File: src/rtl/gray_sched.sv
// Round-robin scheduler that lends one shared 3-bit Gray counter to two requesters.
// Each granted job clears the counter, enables it for N cycles, then reports the final value.
module gray_sched #(
  parameter int unsigned STEP_W = 4
) (
  input  logic              Clk,
  input  logic              Reset,
  input  logic              Req0,
  input  logic              Req1,
  input  logic [STEP_W-1:0] Steps0,
  input  logic [STEP_W-1:0] Steps1,
  input  logic [2:0]        GrayIn,
  input  logic              OvfIn,
  output logic              CntEn,
  output logic              CntClr,
  output logic [1:0]        Gnt,
  output logic [1:0]        Done,
  output logic              Busy,
  output logic [2:0]        LastGray,
  output logic              OvfSeen
);

  typedef enum logic [1:0] {IDLE, CLEAR, RUN, FINISH} state_t;

  state_t            state, state_next;
  logic              owner, owner_next;
  logic              last_served, last_served_next;
  logic [STEP_W-1:0] remaining, remaining_next;

  always_ff @(posedge Clk) begin
    if (Reset) begin
      state       <= IDLE;
      owner       <= 1'b0;
      last_served <= 1'b1;
      remaining   <= '0;
      LastGray    <= '0;
      OvfSeen     <= 1'b0;
    end else begin
      state       <= state_next;
      owner       <= owner_next;
      last_served <= last_served_next;
      remaining   <= remaining_next;
      // By FINISH the counter has already taken all N steps.
      if (state == FINISH) begin
        LastGray <= GrayIn;
        OvfSeen  <= OvfIn;
      end
    end
  end

  always_comb begin
    state_next       = state;
    owner_next       = owner;
    last_served_next = last_served;
    remaining_next   = remaining;
    CntEn            = 1'b0;
    CntClr           = 1'b0;
    Gnt              = '0;
    Done             = '0;
    Busy             = (state != IDLE);

    unique case (state)
      IDLE: begin
        if (Req0 || Req1) begin
          // On a tie the requester not served last wins.
          owner_next       = (Req0 && Req1) ? ~last_served : Req1;
          last_served_next = owner_next;
          remaining_next   = owner_next ? Steps1 : Steps0;
          state_next       = CLEAR;
        end
      end
      CLEAR: begin
        CntClr     = 1'b1;
        Gnt[owner] = 1'b1;
        state_next = (remaining != '0) ? RUN : FINISH;
      end
      RUN: begin
        CntEn          = 1'b1;
        Gnt[owner]     = 1'b1;
        remaining_next = remaining - 1'b1;
        if (remaining == STEP_W'(1)) state_next = FINISH;
      end
      FINISH: begin
        Done[owner] = 1'b1;
        Gnt[owner]  = 1'b1;
        state_next  = IDLE;
      end
      default: state_next = IDLE;
    endcase
  end

endmodule

File: config.mk
export PLATFORM = sky130hd
export DESIGN_NAME = gray_sched
export DESIGN_NICKNAME = d
export VERILOG_FILES = /design/src/rtl/gray_sched.sv
export SDC_FILE = /design/constraint.sdc
export NUM_CORES = 1
export LEC_CHECK = 0
export ABC_CLOCK_PERIOD_IN_PS = 3700
export BUFFER_PORTS_ARGS = -buffer_cell sky130_fd_sc_hd__buf_2
export CORE_MARGIN = 5
export CORE_UTILIZATION = 51
export DETAILED_ROUTE_END_ITERATION = 8
export PLACE_DENSITY_LB_ADDON = 0.05
export SLEW_MARGIN = 30
export SYNTH_ARGS = -nofsm -noshare
export SYNTH_HDL_FRONTEND = slang
export SYNTH_SLANG_ARGS = --single-unit
File: constraint.sdc
create_clock -name Clk -period 3.7 [get_ports Clk]
set_input_delay 0.37 -clock Clk [delete_from_list [all_inputs] [get_ports Clk]]
set_output_delay 0.37 -clock Clk [all_outputs]
set_load 0.01 [all_outputs]
==> impl_metrics.ini <==
[timing]
rsz0062_at_grt = false
maxSlewHeadroom = 0.741
clock.fmax_mhz = 523
worst_slack_ps = 1790
holdWs_ps = 328
worst_slew_pin_slew_ps = 389
finalSetupViolations = 0
skew_ps = 2.49
fin_tns_setup_ps = 0
timing.final.crit_share = 0.516
fin_crit_ps = 1910
timing.final.hold_violations = 0
final-max-slew-violation-count = 0

[place]
place_congestion = 0.829
dp_slack_ps = 1770
placedCellCount = 123
port_buffer_cells = 26
dp_hpwl_mm = 1.27
placedInstanceArea_um2 = 875

[logic_synthesis]
synth-xor-area-share = 0
synthAdderAreaFrac = 0.116
synth_compound_area_frac = 0.144
count_of_flip_flops_with_a_built_in_enable_after_synthesis = 0
largest_family_of_logic_cells_by_synthesized_area = simple AND/OR/NAND/NOR gates
post_synth_mux_area_share = 0.120
synth_fp_nets = 109
synth_area_per_cell_um2 = 8.82
yosys.area_share.simple = 0.234
netlist_instances = 86
post_synth_instance_area_um2 = 758
ys_top_cells_by_area = sky130_fd_sc_hd__dfxtp_1 32%, sky130_fd_sc_hd__ha_1 12%, sky130_fd_sc_hd__mux2i_1 11%
synth-async-reset-ratio = 0
synthDominantAreaCellType = sky130_fd_sc_hd__dfxtp_1
yosysUniqueCellTypes = 30
synth_flop_cell = sky130_fd_sc_hd__dfxtp_1
synth_sequential_area_ratio = 0.317
ys.warnings.count = 0
synth.ff_latch_count = 12
post-synth-top-area-fraction = 0.317

[route]
route.detailed.wl_per_inst_um = 12.4
top_signal_layer_used = met3
first_iter_violations = 8
route.vias.total = 655
detailroute.wirelength.met2_um = 764
detail_route.drc_violations = 0
wirelength_met1_um = 690
number_of_vias_per_cell = 5.16
met3_wirelength_um = 124
drt_wl_total_mm = 1.58
drt-pass1-iter-count = 4
ant_nets = 0

[critical_path]
reg2reg_depth = 6
critical_path.endpoint_type = flop
crit_path_start_kind = flop
cp_data_arrival_time_ps = 2110
cp_max_fo = 14
worstPathRequired_ps = 3900
worstSetupPathType = flop to flop

[global_route]
antenna_found_initial = 0
grt_max_degree = 15
grt_remaining_overflow = 0
grt_pass1_wl_mm = 2.63
grt_pass1_vias = 613
grt.total_usage = 0.137

[floorplanning]
pin_count = 27
die_area_um2 = 2360
coreArea_um2 = 1450
fp.dieH_um = 48.6
floorplan.die.width_um = 48.6
effective_utilization_at_floorplan = 0.522
floorplan.rows = 14

[power]
power_density_nw_per_um2 = 667
ir_worst_vdd_v = 0.000293
report.power.total_mw = 0.607
p_leak_nw = 0.430

[clock_tree]
clock-sinks = 12
cts-buffers-inserted = 3
cts_tree = yes
cts-root-to-sink-buffers = 2
clockRootBuffer = sky130_fd_sc_hd__clkbuf_4
cts-resized-gates = 0
clk_latency_ps = 270
clock_tree.htree_level_count = 1
post-cts-setup-buffer-count = 0
hold_fix_buffer_count_after_cts = 0
path_clk_slew_ps = 80

[final_layout]
layoutNonFillerInstCount = 127
antennaDiodeCount = 0
multiInputGateArea_um2 = 465
postLayoutCellArea_um2 = 911
final_util = 0.627
fin_nets = 135
final_layout_size_suffix_gt1_frac = 0.315
sequential_cell_area_um2 = 240
flow.area_growth_from_synthesis_pct = 20.1
num-fill-cells = 137

[outcome]
outcome = finished, final reports clean

[hold_path]
hp-class = input pin to flop
whs_path_cells = 3

[job]
max-cap-violations = 0
[cells in the final DEF (no fill, tap or decap), types with 2 or more instances in the layout]
cell type                  count
sky130_fd_sc_hd__inv_1         5
sky130_fd_sc_hd__buf_2        26
sky130_fd_sc_hd__nand2_1       7
sky130_fd_sc_hd__dfxtp_1      12
sky130_fd_sc_hd__nor2b_1       2
sky130_fd_sc_hd__a31oi_1       2
sky130_fd_sc_hd__clkbuf_4      3
sky130_fd_sc_hd__ha_1          7
sky130_fd_sc_hd__or3_1         3
sky130_fd_sc_hd__nor2_1       11
sky130_fd_sc_hd__mux2i_1       8
sky130_fd_sc_hd__a21oi_1       6
[path summary, 6_finish.rpt]
check / start / to / slack (ps)
setup / recovery: state[0]$_SDFFE_PP0P_ / remaining[0]$_SDFFE_PP0P_ / 1790
hold / removal: GrayIn[1] / LastGray[1]$_SDFFE_PP0N_ / 330
setup reg to reg: state[0]$_SDFFE_PP0P_ / remaining[0]$_SDFFE_PP0P_ / 1790
hold reg to reg: LastGray[1]$_SDFFE_PP0N_ / LastGray[1]$_SDFFE_PP0N_ / 490
[report_power, final]
part           internal [mW]  total [mW]  switching, mW
clock network         0.0598       0.106         0.0464
logic                  0.134       0.293          0.159
registers              0.169       0.208         0.0389
total                  0.362       0.607          0.245
[cell type report]
class | instances | share of cell area
Clock buffer | 4 | 0.0398
Sequential cell | 12 | 0.264
Multi-Input combinational cell | 64 | 0.511
Tap cell | 16 | 0.0220
Inverter | 5 | 0.0206
Timing Repair Buffer | 26 | 0.143
[layer usage]
metal,track usage,up-vias
li1,-,345
met1,0.160,290
met2,0.233,20
met3,0.0460,0
met4,0.0404,0
met5,0,-
[worst max-delay path, stage by stage (launching register included)]
cell,delay [ps]
sky130_fd_sc_hd__dfxtp_1,340
sky130_fd_sc_hd__inv_1,120
sky130_fd_sc_hd__ha_1,410
sky130_fd_sc_hd__nor2_1,130
sky130_fd_sc_hd__or2_1,310
sky130_fd_sc_hd__or3_1,360
sky130_fd_sc_hd__a31oi_1,170
[cells in the mapped netlist, types with 2 or more instances]
| library cell | count |
|---|---|
| sky130_fd_sc_hd__ha_1 | 7 |
| sky130_fd_sc_hd__nor2b_1 | 2 |
| sky130_fd_sc_hd__dfxtp_1 | 12 |
| sky130_fd_sc_hd__a31oi_1 | 2 |
| sky130_fd_sc_hd__mux2i_1 | 8 |
| sky130_fd_sc_hd__nand2_1 | 7 |
| sky130_fd_sc_hd__clkbuf_1 | 3 |
| sky130_fd_sc_hd__inv_1 | 5 |
| sky130_fd_sc_hd__buf_6 | 2 |
| sky130_fd_sc_hd__or3_1 | 3 |
| sky130_fd_sc_hd__nor2_1 | 11 |
| sky130_fd_sc_hd__a21oi_1 | 6 |
[flip-flops by register name, summed over array words and instances (netlist names)]
signal       count
state            2
LastGray         3
remaining        4
owner            1
last_served      1
OvfSeen          1
[kinds of logic (layout without fill, tap and decap cells)]
group                    after synthesis  in the layout
flip-flops                            12             12
buffers and inverters                 10             35
AO/OA/AOI/OAI                         16             16
adder cells (fa/ha/maj)                7              7
AND/OR/NAND/NOR                       32             32
multiplexers                           9              9
Note: power is estimated with default switching activity, not from simulation.
